`config.mk`:
```
export PLATFORM = sky130hd
export DESIGN_NAME = encode_prefix_stream
export DESIGN_NICKNAME = d
export VERILOG_FILES = /design/src/rtl/encode_prefix_stream.sv
export SDC_FILE = /design/constraint.sdc
export NUM_CORES = 1
export LEC_CHECK = 0
export ABC_AREA = 1
export CAP_MARGIN = 15
export CORE_MARGIN = 2
export CORE_UTILIZATION = 53
export CTS_CLUSTER_SIZE = 16
export DETAILED_ROUTE_END_ITERATION = 8
export GPL_TIMING_DRIVEN = 0
export PLACE_DENSITY = 0.84
export SKIP_LAST_GASP = 1
export SLEW_MARGIN = 20
export SYNTH_ARGS = -nofsm -noshare
export SYNTH_HDL_FRONTEND = slang
export SYNTH_SLANG_ARGS = --single-unit
```
`constraint.sdc`:
```
create_clock -name i_clock -period 2.95 [get_ports i_clock]
set_input_delay 0.295 -clock i_clock [delete_from_list [all_inputs] [get_ports i_clock]]
set_output_delay 0.295 -clock i_clock [all_outputs]
set_load 0.01 [all_outputs]
```
`src/rtl/encode_prefix_stream.sv`:
```
// encode_prefix_stream: serialises one request of prefix flags into IA-32 prefix
// bytes, one per cycle, in group order 1..4. Branch hints: PREFIX_BRANCH_HINT_EN.
module encode_prefix_stream #(
  parameter int MAX_PREFIX = 4
) (
  input  logic       i_clock,
  input  logic       i_reset_n,
  input  logic       i_req_valid,
  output logic       o_req_ready,
  input  logic       i_lock,
  input  logic       i_repeat_not_equal,
  input  logic       i_repeat_equal,
  input  logic       i_segment_override,
  input  logic [2:0] i_segment_index,
  input  logic       i_operand_size,
  input  logic       i_address_size,
`ifdef PREFIX_BRANCH_HINT_EN
  input  logic       i_hint_branch_not_taken,
  input  logic       i_hint_branch_taken,
`endif
  output logic       o_byte_valid,
  output logic [7:0] o_byte,
  input  logic       i_byte_ready,
  output logic       o_done,
  output logic [2:0] o_prefix_count,
  output logic       o_error
);

  // state | meaning
  // IDLE  | waiting for a request, o_req_ready high
  // EMIT  | presenting the current slot's byte until it is accepted
  // DONE  | one-cycle completion pulse carrying count and error

  localparam logic [1:0] S_IDLE = 2'd0;
  localparam logic [1:0] S_EMIT = 2'd1;
  localparam logic [1:0] S_DONE = 2'd2;

  logic [1:0] state_q;
  logic [3:0] slot_mask_q;
  logic [1:0] slot_q;
  logic [7:0] g1_byte_q;
  logic [7:0] g2_byte_q;
  logic [2:0] count_q;
  logic       err_q;

  logic       g1_multi;
  logic       seg_bad;
  logic       g2_present;
  logic       req_err;
  logic [3:0] req_mask;
  logic [7:0] req_g1_byte;
  logic [7:0] req_g2_byte;
  logic       accept;
  logic       handshake;
  logic [2:0] first_slot;
  logic [2:0] next_slot;

  // Returns {found, index} of the lowest present slot at or above start.
  function automatic logic [2:0] find_slot(input logic [3:0] mask, input logic [2:0] start);
    logic [2:0] r;
    r = 3'b000;
    for (int i = 3; i >= 0; i--) begin
      if (mask[i] && (3'(i) >= start)) r = {1'b1, 2'(i)};
    end
    return r;
  endfunction

  assign g1_multi = (i_lock & i_repeat_not_equal) |
                    (i_lock & i_repeat_equal) |
                    (i_repeat_not_equal & i_repeat_equal);
  assign seg_bad  = i_segment_override & (i_segment_index > 3'd5);

`ifdef PREFIX_BRANCH_HINT_EN
  logic hint_any;
  logic hint_bad;
  assign hint_any   = i_hint_branch_not_taken | i_hint_branch_taken;
  assign hint_bad   = (i_hint_branch_not_taken & i_hint_branch_taken) |
                      (hint_any & i_segment_override);
  assign g2_present = i_segment_override | hint_any;
  assign req_err    = g1_multi | seg_bad | hint_bad;
`else
  assign g2_present = i_segment_override;
  assign req_err    = g1_multi | seg_bad;
`endif

  assign req_mask = {i_address_size, i_operand_size, g2_present,
                     i_lock | i_repeat_not_equal | i_repeat_equal};

  always_comb begin
    req_g1_byte = 8'h00;
    if (i_lock)                  req_g1_byte = 8'hF0;
    else if (i_repeat_not_equal) req_g1_byte = 8'hF2;
    else if (i_repeat_equal)     req_g1_byte = 8'hF3;
  end

  always_comb begin
    req_g2_byte = 8'h00;
    case (i_segment_index)
      3'd0:    req_g2_byte = 8'h26;
      3'd1:    req_g2_byte = 8'h2E;
      3'd2:    req_g2_byte = 8'h36;
      3'd3:    req_g2_byte = 8'h3E;
      3'd4:    req_g2_byte = 8'h64;
      3'd5:    req_g2_byte = 8'h65;
      default: req_g2_byte = 8'h00;
    endcase
`ifdef PREFIX_BRANCH_HINT_EN
    // A hint combined with a segment override is rejected, so it may simply win here.
    if (i_hint_branch_not_taken)  req_g2_byte = 8'h2E;
    else if (i_hint_branch_taken) req_g2_byte = 8'h3E;
`endif
  end

  assign o_req_ready  = (state_q == S_IDLE);
  assign accept       = i_req_valid & o_req_ready;
  assign o_byte_valid = (state_q == S_EMIT);
  assign handshake    = o_byte_valid & i_byte_ready;
  assign first_slot   = find_slot(req_mask, 3'd0);
  assign next_slot    = find_slot(slot_mask_q, {1'b0, slot_q} + 3'd1);

  always_ff @(posedge i_clock or negedge i_reset_n) begin
    if (!i_reset_n) begin
      state_q     <= S_IDLE;
      slot_mask_q <= 4'b0000;
      slot_q      <= 2'd0;
      g1_byte_q   <= 8'h00;
      g2_byte_q   <= 8'h00;
      count_q     <= 3'd0;
      err_q       <= 1'b0;
    end else begin
      case (state_q)
        S_IDLE: begin
          if (accept) begin
            g1_byte_q <= req_g1_byte;
            g2_byte_q <= req_g2_byte;
            count_q   <= 3'd0;
            slot_q    <= first_slot[1:0];
            if (req_err) begin
              err_q       <= 1'b1;
              slot_mask_q <= 4'b0000;
              state_q     <= S_DONE;
            end else begin
              err_q       <= 1'b0;
              slot_mask_q <= req_mask;
              state_q     <= first_slot[2] ? S_EMIT : S_DONE;
            end
          end
        end
        S_EMIT: begin
          if (handshake) begin
            if (count_q < 3'(MAX_PREFIX)) count_q <= count_q + 3'd1;
            if (next_slot[2]) slot_q  <= next_slot[1:0];
            else              state_q <= S_DONE;
          end
        end
        S_DONE:  state_q <= S_IDLE;
        default: state_q <= S_IDLE;
      endcase
    end
  end

  always_comb begin
    o_byte = 8'h00;
    if (state_q == S_EMIT) begin
      case (slot_q)
        2'd0:    o_byte = g1_byte_q;
        2'd1:    o_byte = g2_byte_q;
        2'd2:    o_byte = 8'h66;
        default: o_byte = 8'h67;
      endcase
    end
  end

  assign o_done         = (state_q == S_DONE);
  assign o_prefix_count = o_done ? count_q : 3'd0;
  assign o_error        = o_done & err_q;

endmodule

```
Yosys cells after proc, flatten, opt, wreduce, memory -nomap -nowiden
Cells that the tools add are included.
Operators by class
  reductions and logical operators: 12
  eq/ne operators: 14
  $add $sub $neg: 2
  magnitude comparators: 6
  mux-type cells: 31
  bitwise gates (word level): 12
Operators by type and width (count)
  $pmux W7 S6: 1
  $mux W3: 12
  $mux W8: 4
  $pmux W8 S3: 1
  $mux W2: 8
  $ne A2 B1 Y1 const B: 4
  $pmux W2 S2: 2
  $reduce_and A4 Y1: 2
  $and A1 B1 Y1: 7
  $eq A3 B2 Y1 const B: 2
  $eq A3 B3 Y1 const B: 2
  $ge A1 B3 Y1 const A: 2
  $ge A2 B3 Y1 const A: 2
  $pmux W3 S2: 1
  $or A1 B1 Y1: 5
  $eq A2 B1 Y1 const B: 2
  $eq A2 B2 Y1 const B: 2
  $logic_and A1 B1 Y1: 4
  $logic_not A2 Y1: 2
  $mux W4: 1
  $add A2 B1 Y3 const B: 1
  $add A3 B1 Y3 const B: 1
  $eq A3 B1 Y1 const B: 1
  $gt A3 B3 Y1 const B: 1
  other kinds (7): 7
Word-level totals
  input port bits: 13
  output and inout bits: 15
  word-level logic and storage cells: 84
  register bits: 28

Longest topological paths before layout
Gate-level depths: netlist (run 1).
  depth in word-level cells: 10
  gate-level depth with buffers: 9
  gate-level depth less buffers: 8

Least setup slack after synthesis (run 1)
OpenSTA, ideal clock, no wires.
  path kind: register -> output
  start point: register state_q[1]
  end point: output port o_byte[1]
  cell stages (with the launch flop): 5
  arrival: 1069 ps
  required time: 2655 ps
  setup slack: 1586 ps
  path buffers: 1
  cells stage by stage: dfrtp_1 > inv_2 > nand2_2 > buf_6 > a221oi_1
Between the ends
  longest elaborated chain between the ends: 2
RTL lines
  start, declared: RTL line 38  | logic [1:0] state_q;
  start signal, assigned: RTL line 145  | state_q <= first_slot[2] ? S_EMIT : S_DONE;
  $eq A2 B1 Y1: RTL line 164  | if (state_q == S_EMIT) begin
  $mux W8: RTL line 164
  end, declared: RTL line 22  | output logic [7:0] o_byte,
Every way passes these cells.

Final worst setup path (run 1)
Ends and elaborated chain as after synthesis.

==> run_results.csv, run 1 <==
group,metric,value,unit
outcome,status,"finished, final reports clean",
sta,fin_crit,2210,ps
sta,worst_pin_slew,919,ps
yosys,ys.flop_type,"dfrtp_1",
die,dieArea,2700,um2
placed_design,io_buffers,27,
finish,synthToLayoutAreaGrowth,28.0,%
critical_path,cp.depth,5,
hold_path,min_path_type,"in -> async",
finish,fin_area,1560,um2
global_route,grt_usage,23.4,%
critical_path,endpoint_kind,"output port",
die,die_h,52.0,um
clock_network,cts_max_path_buffers,2,
critical_path,critPathMaxStageDelay,580,ps
placed_design,hpwl,2.08,mm
yosys,ys_top_cells_by_area,"dfrtp_1 (41%), nand2_1 (12%), inv_1 (7.4%)",
sta,rsz0062_at_grt,"no",
clock_network,cts_resized,0,
die,initial_core_util,55.7,%
clock_network,cts_tree,"yes",
sta,slew_violations,0,
yosys,postSynthAreaPerCell,7.67,um2
clock_network,clk_pin_slew,110,ps
global_route,grt_pass1_vias,1100,
clock_network,cts_root_buf,"clkbuf_4",
detailed_routing,drt-wirelength-per-cell,12.6,um
yosys,synth_nets,173,
sta,setup_violations,0,
detailed_routing,wl,2.74,mm
sta,finClkSkew,1.99,ps
detailed_routing,drtAntennaViolNets,0,
yosys,yosys-top-cells-count,"nand2_1 (40), inv_1 (24), dfrtp_1 (20)",
placed_design,placed_area,1530,um2
power,vdd_drop_max,0.482,mV
critical_path,crit_type,"reg -> out",
finish,drive_gt1_share,15.3,%
critical_path,cp_slowest_cell,"clkdlybuf4s50_1",
global_route,grt_pass1_wl,4.64,mm
critical_path,path_cells,"inv_2 > nand2_2 > buf_6 > a221oi_1 > clkdlybuf4s50_1",
yosys,yosysWarnings,0,
detailed_routing,first_pass_iters,4,
yosys,yosysTopAreaCell,"dfrtp_1",
finish,diodes,0,
yosys,yosysUniqueCellTypes,31,
die,io_pins,28,
detailed_routing,drt_iter0_markers,34,
clock_network,cts.hold.buffers_added,0,
sta,setup_tns,0,ps
die,core_region_area,2190,um2
yosys,synth_edf_count,0,
power,p_per_area,851,nW/um2
yosys,synth.most_common_cell,"nand2_1",
yosys,synth_seq_cells,20,
detailed_routing,route.detailed.drc,0,
critical_path,critPathLaunchType,"register",
finish,nets,205,
clock_network,worstSkewPairLatency,300,ps
global_route,antenna_found_initial,0,
die,die_w,52.0,um
clock_network,h-tree-depth,1,
clock_network,post_cts_buffers,0,
yosys,yosysSeqAreaShare,41.0,%
critical_path,critPathRequiredTime,2650,ps
die,rows,17,
clock_network,cts.sinks,20,
critical_path,crit_fanout,10,
sta,fin_crit_sh,75.0,%
detailed_routing,vias,1144,
global_route,grt_max_degree,21,
global_route,grt_overflow,0,
yosys,synth_cells,159,
placed_design,gp_congestion,0.811,
sta,fmax,452,MHz
clock_network,cts_buffers,3,
power,leakage,0.742,nW
sta,slew-limit-headroom,38.6,%
detailed_routing,vias_per_cell,5.25,
critical_path,worstPathArrival,1920,ps
yosys,async_flop_share,100,%
yosys,syn_area,1220,um2
critical_path,r2r.worst_path.cells,4,
critical_path,cp.buffers_inverters,3,
yosys,synth_top_area_share,41.0,%
critical_path,crit_family,"buffers and inverters",
job,cap_viol_max_count,0,
sta,hold_viol_final,0,
==> kinds of logic after synthesis <==
family          Yosys count  share of synthesized area [%]
fa+ha+maj                 1                           1.03
simple gates             76                           29.2
compound gates           29                           15.4
buf+inv                  33                           13.3
flops                    20                           41.0
==> power by group <==
group / leakage [nW] / switching, W / total (W) / internal [W]
Clock: 0.0210 / 0.0000850 / 0.000160 / 0.0000753
Combinational: 0.464 / 0.000399 / 0.000707 / 0.000308
Sequential: 0.257 / 0.0000814 / 0.000461 / 0.000380
==> metrics by stage <==
stage	setup WS, ps	utilization, %	hold slack, ps	power [W]	cells
floorplan	1590	-	-0.591	0.000934	159
global placement	1110	69.6	473	0.00114	214
detailed placement	1080	69.6	480	0.00117	214
CTS	729	71.3	506	0.00133	218
global route	611	71.3	525	0.00144	218
finish	738	71.3	498	0.00133	218
==> final cells by class <==
cell class	instances	area, um2
sequential	20	500
fill	182	629
buffer	4	50.0
tap	28	35.0
clock buffer	4	36.3
inverter	29	113
multi-input combinational	106	557
timing repair buffer	27	270
==> layer usage <==
layer | global-route usage, % | part of all wire, %
met5 | 0 | 0
met4 | 6.58 | 0
met1 | 29.4 | 43
met2 | 41.4 | 52
met3 | 3.45 | 4.7
==> flip-flops by register name (all words and copies together), names as in the netlist <==
name	count
slot_mask_q	3
g2_byte_q	6
count_q	3
state_q	2
g1_byte_q	3
err_q	1
slot_q	2
==> path summary, 6_finish.rpt <==
check	from	end	slack (ps)
max in group asynchronous	i_reset_n	g2_byte_q[0]$_DFFE_PN0P_	1900
min reg2reg	g2_byte_q[0]$_DFFE_PN0P_	g2_byte_q[0]$_DFFE_PN0P_	510
max	state_q[1]$_DFFE_PN0P_	o_byte[1]	740
max reg2reg	state_q[0]$_DFFE_PN0P_	g2_byte_q[4]$_DFFE_PN0P_	1700
min	i_reset_n	slot_mask_q[3]$_DFFE_PN0P_	500
min in group i_clock	g2_byte_q[0]$_DFFE_PN0P_	g2_byte_q[0]$_DFFE_PN0P_	510
==> placed cells by master (no fill, tap or decap) <==
cell type and count:
buf_12 1, nor4_2 1, or2_1 1, buf_4 1
nand4_1 2, a21oi_1 5, dfrtp_1 20, ha_1 1
nor2_2 3, nor2_4 2, o31ai_2 1, o22ai_2 1
inv_1 24, clkbuf_4 3, nand2_2 4, a221oi_1 2
nand3b_1 1, a21oi_2 1, o21ai_2 1, nand2_1 40
inv_4 1, o31ai_1 1, o21ai_0 6, clkbuf_8 1
o21a_1 1, o21ai_1 9, clkdlybuf4s50_1 27, clkinv_2 1
nand3_1 9, buf_6 2, nand2_4 1, nor2_1 12
inv_2 3, a31oi_2 1
Note: power is estimated with default switching activity, not from simulation.
==> run 2: changes to the inputs <==
--- a/config.mk
+++ b/config.mk
@@ -7,12 +7,13 @@
 export LEC_CHECK = 0
 export ABC_AREA = 1
 export CAP_MARGIN = 15
+export CORE_ASPECT_RATIO = 0.5
 export CORE_MARGIN = 2
-export CORE_UTILIZATION = 53
+export CORE_UTILIZATION = 44
 export CTS_CLUSTER_SIZE = 16
 export DETAILED_ROUTE_END_ITERATION = 8
 export GPL_TIMING_DRIVEN = 0
-export PLACE_DENSITY = 0.84
+export PLACE_DENSITY = 0.74
 export SKIP_LAST_GASP = 1
 export SLEW_MARGIN = 20
 export SYNTH_ARGS = -nofsm -noshare
==> constraint.sdc (replaced) <==
create_clock -name i_clock -period 1.9 [get_ports i_clock]
set_input_delay 0.19 -clock i_clock [delete_from_list [all_inputs] [get_ports i_clock]]
set_output_delay 0.19 -clock i_clock [all_outputs]
set_load 0.01 [all_outputs]
==> run 2 against run 1 <==
Net effect:
- worst hold slack got worse by 54 ps
- critical endpoint is now o_byte[2]
- critical path type unchanged
- wire length increased by 3.5%
- via count increased by 0.44%
- register-to-register slack got worse by 1200 ps
==> run_results.csv, run 2 (synthesized netlist as in run 1, its figures left out) <==
group,metric,value,unit
critical_path,critPathMaxStageDelay,540,ps
detailed_routing,vias,1149,
sta,rsz0062_at_grt,"no",
power,vdd_drop_max,0.711,mV
clock_network,cts_max_path_buffers,2,
placed_design,dp.cells,223,
placed_design,place_ws,122,ps
critical_path,critPathRequiredTime,1710,ps
finish,fin_area,1620,um2
critical_path,endpoint_kind,"output port",
die,core_region_area,2620,um2
sta,slew_violations,0,
critical_path,worstPathArrival,1640,ps
die,dieArea,3240,um2
finish,final_cells,229,
global_route,grtUsageMet1,23.5,%
finish,final_util,61.9,%
sta,layout_setup_ws,70.0,ps
finish,largest_reg_flops,6,
finish,final_common_cell,"nand2_1",
finish,drive_gt1_share,17.7,%
die,die_h,41.2,um
detailed_routing,vias_per_cell,5.02,
die,initial_core_util,46.6,%
die,die_w,78.5,um
power,p_per_area,1400,nW/um2
die,io_pins,28,
clock_network,cts_root_buf,"clkbuf_8",
global_route,grt_usage,19.5,%
clock_network,worstSkewPairLatency,270,ps
critical_path,crit_type,"reg -> out",
critical_path,path_cells,"inv_2 > nand2_2 > buf_6 > nor2_1 > clkdlybuf4s50_1",
finish,largest-register,"g2_byte_q",
sta,hold_viol_final,0,
clock_network,clk_pin_slew,90,ps
global_route,antenna_found_initial,0,
placed_design,hpwl,2.07,mm
placed_design,placed_area,1540,um2
sta,setup_violations,0,
finish,final_cell_mix,"nand2_1 (40), inv_1 (24), clkdlybuf4s50_1 (19)",
sta,worst_pin_slew,953,ps
global_route,grt_use_met3,4.63,%
clock_network,cts_buffers,3,
sta,finClkSkew,13.4,ps
sta,fin_crit,1830,ps
global_route,grt_overflow,0,
power,leakage,0.811,nW
critical_path,crit_fanout,10,
finish,diodes,0,
sta,slew-limit-headroom,36.3,%
outcome,status,"finished, final reports clean",
global_route,grt_use_met2,35.8,%
detailed_routing,first_pass_iters,4,
hold_path,min_path_type,"in -> async",
finish,synthToLayoutAreaGrowth,32.9,%
critical_path,cp_slowest_cell,"clkdlybuf4s50_1",
critical_path,critPathLaunchType,"register",
placed_design,gp_congestion,0.782,
detailed_routing,drt_iter0_markers,74,
detailed_routing,drt-wirelength-per-cell,12.4,um
job,cap_viol_max_count,0,
global_route,grt_busiest_layer,"met2",
sta,fin_crit_sh,96.3,%
clock_network,h-tree-depth,1,
finish,fill_cells,246,
detailed_routing,wl,2.84,mm
global_route,grt_pass1_wl,4.54,mm
sta,fmax,546,MHz
sta,setup_tns,0,ps
detailed_routing,drtAntennaViolNets,0,
clock_network,cts.hold.buffers_added,0,
die,rows,13,
global_route,grt_max_degree,21,
finish,nets,207,
global_route,grt_pass1_vias,1046,
detailed_routing,route.detailed.drc,0,
clock_network,cts.sinks,20,
placed_design,io_buffers,27,
clock_network,cts_tree,"yes",
run 2: cell types whose count changed in the layout (fill, tap and decap cells not counted), sizes merged:
cell | before | now
bufinv | 0 | 1
buf | 4 | 6
dlymetal6s2s | 0 | 1
clkdlybuf4s50 | 27 | 19
clkbuf | 4 | 3
dlygate4sd2 | 0 | 7
run 2: critical path, delay by kind of cell, from the launching register on:
kind | cells | cell delay (ps)
and+or+nand+nor | 2 | 180
DFF | 1 | 400
buffers and inverters | 3 | 800
run 2: path summary, 6_finish.rpt:
| path | from | slack (ps) | depth (start not counted) | end |
|---|---|---|---|---|
| min in group i_clock | i_address_size | 490 | 3 | slot_mask_q[3]$_DFFE_PN0P_ |
| hold reg to reg | err_q$_DFFE_PN0P_ | 500 | 1 | err_q$_DFFE_PN0P_ |
| setup reg to reg | state_q[0]$_DFFE_PN0P_ | 530 | 9 | slot_q[0]$_DFFE_PN0P_ |
| hold / removal | i_reset_n | 440 | 1 | g2_byte_q[4]$_DFFE_PN0P_ |
| max in group asynchronous | i_reset_n | 820 | 1 | slot_q[0]$_DFFE_PN0P_ |
| setup / recovery | state_q[1]$_DFFE_PN0P_ | 70 | 5 | o_byte[2] |
run 2: per-layer routing:
layer  part of all wire [%]  vias up
met5                      0        -
met4                    1.3        0
met3                    5.2        4
met2                     46       38
met1                     47      531
li1                       -      576
run 2: stage by stage:
step	power, W	hold WS, ps
after global routing	0.00243	509
final	0.00227	444
after CTS	0.00226	480
after floorplan	0.00145	-106
after detailed placement	0.00182	481
after global placement	0.00179	469
run 2: cell type report:
| type | count | area, um2 | area share, % |
|---|---|---|---|
| Tap cell | 37 | 46.3 | 2.85 |
| Clock inverter | 1 | 30.0 | 1.85 |
| Buffer | 4 | 50.0 | 3.09 |
| Clock buffer | 3 | 41.3 | 2.55 |
| Sequential cell | 20 | 503 | 31.0 |
| Timing Repair Buffer | 29 | 279 | 17.2 |
| Inverter | 29 | 113 | 6.94 |
| Multi-Input combinational cell | 106 | 559 | 34.5 |
run 2: repair_timing:
item                       4_1_cts  5_1_grt
pin swaps                        0        0
gates resized for setup          9        2
gates cloned                     0        0
setup buffers                    1        1
setup endpoints to repair       10        4
run 2: report_power, final:
part,switching [W],internal (W)
clock,0.000156,0.000282
combinational,0.000652,0.000473
sequential,0.000116,0.000594
==> run 3: changes to the inputs <==
--- a/config.mk
+++ b/config.mk
@@ -8,13 +8,12 @@
 export ABC_AREA = 1
 export CAP_MARGIN = 15
 export CORE_ASPECT_RATIO = 0.5
-export CORE_MARGIN = 2
+export CORE_MARGIN = 10
 export CORE_UTILIZATION = 44
 export CTS_CLUSTER_SIZE = 16
 export DETAILED_ROUTE_END_ITERATION = 8
 export GPL_TIMING_DRIVEN = 0
 export PLACE_DENSITY = 0.74
-export SKIP_LAST_GASP = 1
 export SLEW_MARGIN = 20
 export SYNTH_ARGS = -nofsm -noshare
 export SYNTH_HDL_FRONTEND = slang
==> run 3 against run 2 <==
Net effect:
- sequential cell count did not move
- design area shrank 0.70%
- global-route usage is 8.3 points lower
- via count is 3.8% lower
- setup slack better by 13 ps
- first-iteration DRC count fell by 39%
- combinational power decreased by 5%
- power shrank 1.4%
- largest power group unchanged
==> run_results.csv, run 3 (synthesized netlist as in run 1, its figures left out) <==
group,metric,value,unit
critical_path,path_cells,"nor2_2 > inv_1 > nor2_1 > clkdlybuf4s50_1",
critical_path,crit_type,"reg -> out",
die,io_pins,28,
die,rows,13,
clock_network,cts_buffers,3,
outcome,status,"finished, final reports clean",
finish,final_util,61.5,%
sta,slew_violations,0,
detailed_routing,drtAntennaViolNets,0,
detailed_routing,first_pass_iters,4,
sta,worst_pin_slew,943,ps
critical_path,crit_start,"state_q[0]$_DFFE_PN0P_",
finish,diodes,0,
die,die_h,57.2,um
clock_network,cts_tree,"yes",
critical_path,worstPathArrival,1630,ps
global_route,grt_usage,11.2,%
clock_network,h-tree-depth,1,
critical_path,r2r_start,"slot_q[1]$_DFFE_PN0P_",
sta,fin_crit_sh,95.7,%
clock_network,cts.sinks,20,
sta,finClkSkew,16.9,ps
sta,fmax,550,MHz
placed_design,gp_congestion,0.798,
finish,final_cell_mix,"nand2_1 (40), inv_1 (24), clkdlybuf4s50_1 (18)",
finish,fill_cells,250,
sta,hold_viol_final,0,
finish,final_common_cell,"nand2_1",
clock_network,cts.hold.buffers_added,0,
sta,fin_crit,1820,ps
critical_path,crit_fanout,7,
die,initial_core_util,46.6,%
finish,largest_reg_flops,6,
clock_network,clk_pin_slew,90,ps
placed_design,placed_area,1540,um2
finish,largest-register,"g2_byte_q",
finish,synthToLayoutAreaGrowth,32.0,%
job,cap_viol_max_count,0,
clock_network,worstSkewPairLatency,280,ps
detailed_routing,wl,2.89,mm
global_route,grt_pass1_wl,4.93,mm
global_route,grt_overflow,0,
sta,setup_violations,0,
clock_network,cts_max_path_buffers,2,
critical_path,cp_slowest_cell,"clkdlybuf4s50_1",
power,p_per_area,1390,nW/um2
placed_design,io_buffers,27,
die,core_region_area,2620,um2
die,die_w,94.5,um
critical_path,endpoint_kind,"output port",
detailed_routing,vias,1105,
critical_path,critPathLaunchType,"register",
global_route,grt_pass1_vias,1062,
detailed_routing,vias_per_cell,4.87,
global_route,antenna_found_initial,0,
detailed_routing,route.detailed.drc,0,
placed_design,hpwl,2.32,mm
power,vdd_drop_max,0.720,mV
finish,fin_area,1610,um2
finish,nets,205,
detailed_routing,drt-wirelength-per-cell,12.7,um
finish,drive_gt1_share,17.4,%
die,dieArea,5410,um2
critical_path,critPathMaxStageDelay,540,ps
power,leakage,0.820,nW
hold_path,min_path_type,"in -> async",
clock_network,post_cts_buffers,0,
critical_path,reg2reg_setup_slack,610,ps
detailed_routing,drt_iter0_markers,45,
sta,slew-limit-headroom,37.0,%
critical_path,crit_family,"buffers and inverters",
clock_network,cts_root_buf,"clkbuf_8",
global_route,grt_max_degree,21,
critical_path,critPathRequiredTime,1710,ps
critical_path,cp.buffers_inverters,2,
## run 3: path summary, 6_finish.rpt
| path | endpoint | depth (start not counted) |
|---|---|---|
| max | o_error | 4 |
| min reg2reg | g1_byte_q[0]$_DFFE_PN0P_ | 2 |
| min in group i_clock | slot_mask_q[3]$_DFFE_PN0P_ | 3 |
| max in group asynchronous | state_q[1]$_DFFE_PN0P_ | 1 |
| min | g2_byte_q[5]$_DFFE_PN0P_ | 1 |
| max reg2reg | state_q[0]$_DFFE_PN0P_ | 7 |
## run 3: layer usage
metal  GRT usage, %  part of all wire (%)  vias up
met5              0                     0        -
met4           2.97                  0.28        0
met3           3.26                   3.8        3
met2           18.9                    50       18
met1           13.7                    46      517
li1               -                     -      567
## run 3: power by group
| part | leakage, nW | switching [W] | internal (W) |
|---|---|---|---|
| logic | 0.532 | 0.000617 | 0.000454 |
| clock network | 0.0357 | 0.000164 | 0.000282 |
| registers | 0.253 | 0.000128 | 0.000596 |
## run 3: timing repair
item | CTS | global route
pin swaps | 0 | 0
endpoints found under the setup margin | 8 | 5
cloned | 0 | 0
gates resized for setup | 9 | 4
## run 3: layout make-up
type	count	area, um2	area share (%)
clock inverters	1	30.0	1.86
flip-flops and latches	20	504	31.3
multi-input cells	106	559	34.7
well taps	37	46.3	2.87
inverters	29	113	6.99
plain buffers	4	50.0	3.11
clock buffers	3	41.3	2.56
repair buffers	27	267	16.6
## run 3: metrics by stage
step                setup WS, ps  setup TNS (ps)  power, W  cells  hold WS, ps
floorplan                    641               0   0.00145    159         -106
global placement             124               0   0.00180    223          470
detailed placement           140               0   0.00182    223          484
CTS                         10.3               0   0.00224    227          471
global route               -7.00           -7.43   0.00242    227          496
finish                      82.5               0   0.00224    227          432
==> variant, RTL diff (config.mk and constraints of run 3) <==
The option `PREFIX_BRANCH_HINT_EN` is turned on by a define.
--- a/src/rtl/encode_prefix_stream.sv
+++ b/src/rtl/encode_prefix_stream.sv
@@ -2,2 +2,4 @@
 // bytes, one per cycle, in group order 1..4. Branch hints: PREFIX_BRANCH_HINT_EN.
+`define PREFIX_BRANCH_HINT_EN
+
 module encode_prefix_stream #(
Ports: changed (added i_hint_branch_not_taken and i_hint_branch_taken); port bits go from 28 to 30. No check against the original RTL was run, so the function may have changed too.
==> variant against run 3 <==
Cell count rose by 8.8%. Power fell by 7.8%. Wire length rose by 6.3%. Highest routed layer unchanged. Setup slack improved by 0.025 ns. Sequential cell count did not move. Critical path type unchanged. Die area rose by 0.14%. Synthesized area rose by 0.21%. Final area rose by 3.0%.
==> variant: results <==
[sta]
worst_pin_slew_ns = 0.932
finClkSkew_ns = 0.00778

[synthesis]
ys_types = 24
synth_common_cells = "nand2_1 (52), inv_1 (25), dfrtp_1 (20)"
yosys-top-cells-area = "dfrtp_1 (41%), nand2_1 (16%), inv_1 (7.7%)"

[power]
sw_frac_of_total_pct = 39.5
ir_drop_uv = 582
p_clk_share_pct = 20.9
p_leak_nw = 0.872

[global_routing]
use_met2_pct = 17.3
grt_usage_pct = 11.3
use_met1_pct = 15.0
first_global_vias = 1031

[setup_path]
worst_ep_arrival_time_ns = 1.60
startpoint = "state_q[1]"

[status]
run_status = "finished clean"

[clock_tree]
clock_latency_ns = 0.26
post_cts_buffers = 3

[placed_design]
portBuffers = 29
gp_congestion = 0.822
dp_hpwl_mm = 2.32

[cells_and_area]
nNetsFinal = 227

[detailed_routing]
wl_met3_um = 130
drtIter0Drc = 38
wl_met2_mm = 1.35
## variant: per-stage QoR
stage	std cells	setup slack (ns)
global route	247	0.0162
global placement	239	-0.0206
finish	247	0.108
CTS	246	0.0413
detailed placement	239	-0.0293
floorplan	173	0.561
## variant: kinds of logic (layout without fill, tap and decap cells)
logic type / Yosys count / in the layout / synth area share [%]
fa+ha+maj: 1 / 1 / 1.02
simple gates: 94 / 94 / 34.2
buf+inv: 31 / 68 / 10.6
flops: 20 / 20 / 40.9
compound gates: 27 / 27 / 13.2
## variant: critical path, stage by stage, from the launching register on
cell	delay [ns]
dfrtp_2	0.42
inv_2	0.05
nor2_1	0.12
inv_1	0.10
nor2_1	0.10
clkdlybuf4s50_1	0.54
## variant: layout make-up
type                            instances  area (um2)
Multi-Input combinational cell        122         592
Fill cell                             243         961
Tap cell                               37        46.3
Timing Repair Buffer                   33         314
Clock inverter                          1        30.0
Sequential cell                        20         504
Clock buffer                            3        41.3
Inverter                               29         114
Buffer                                  2        16.3
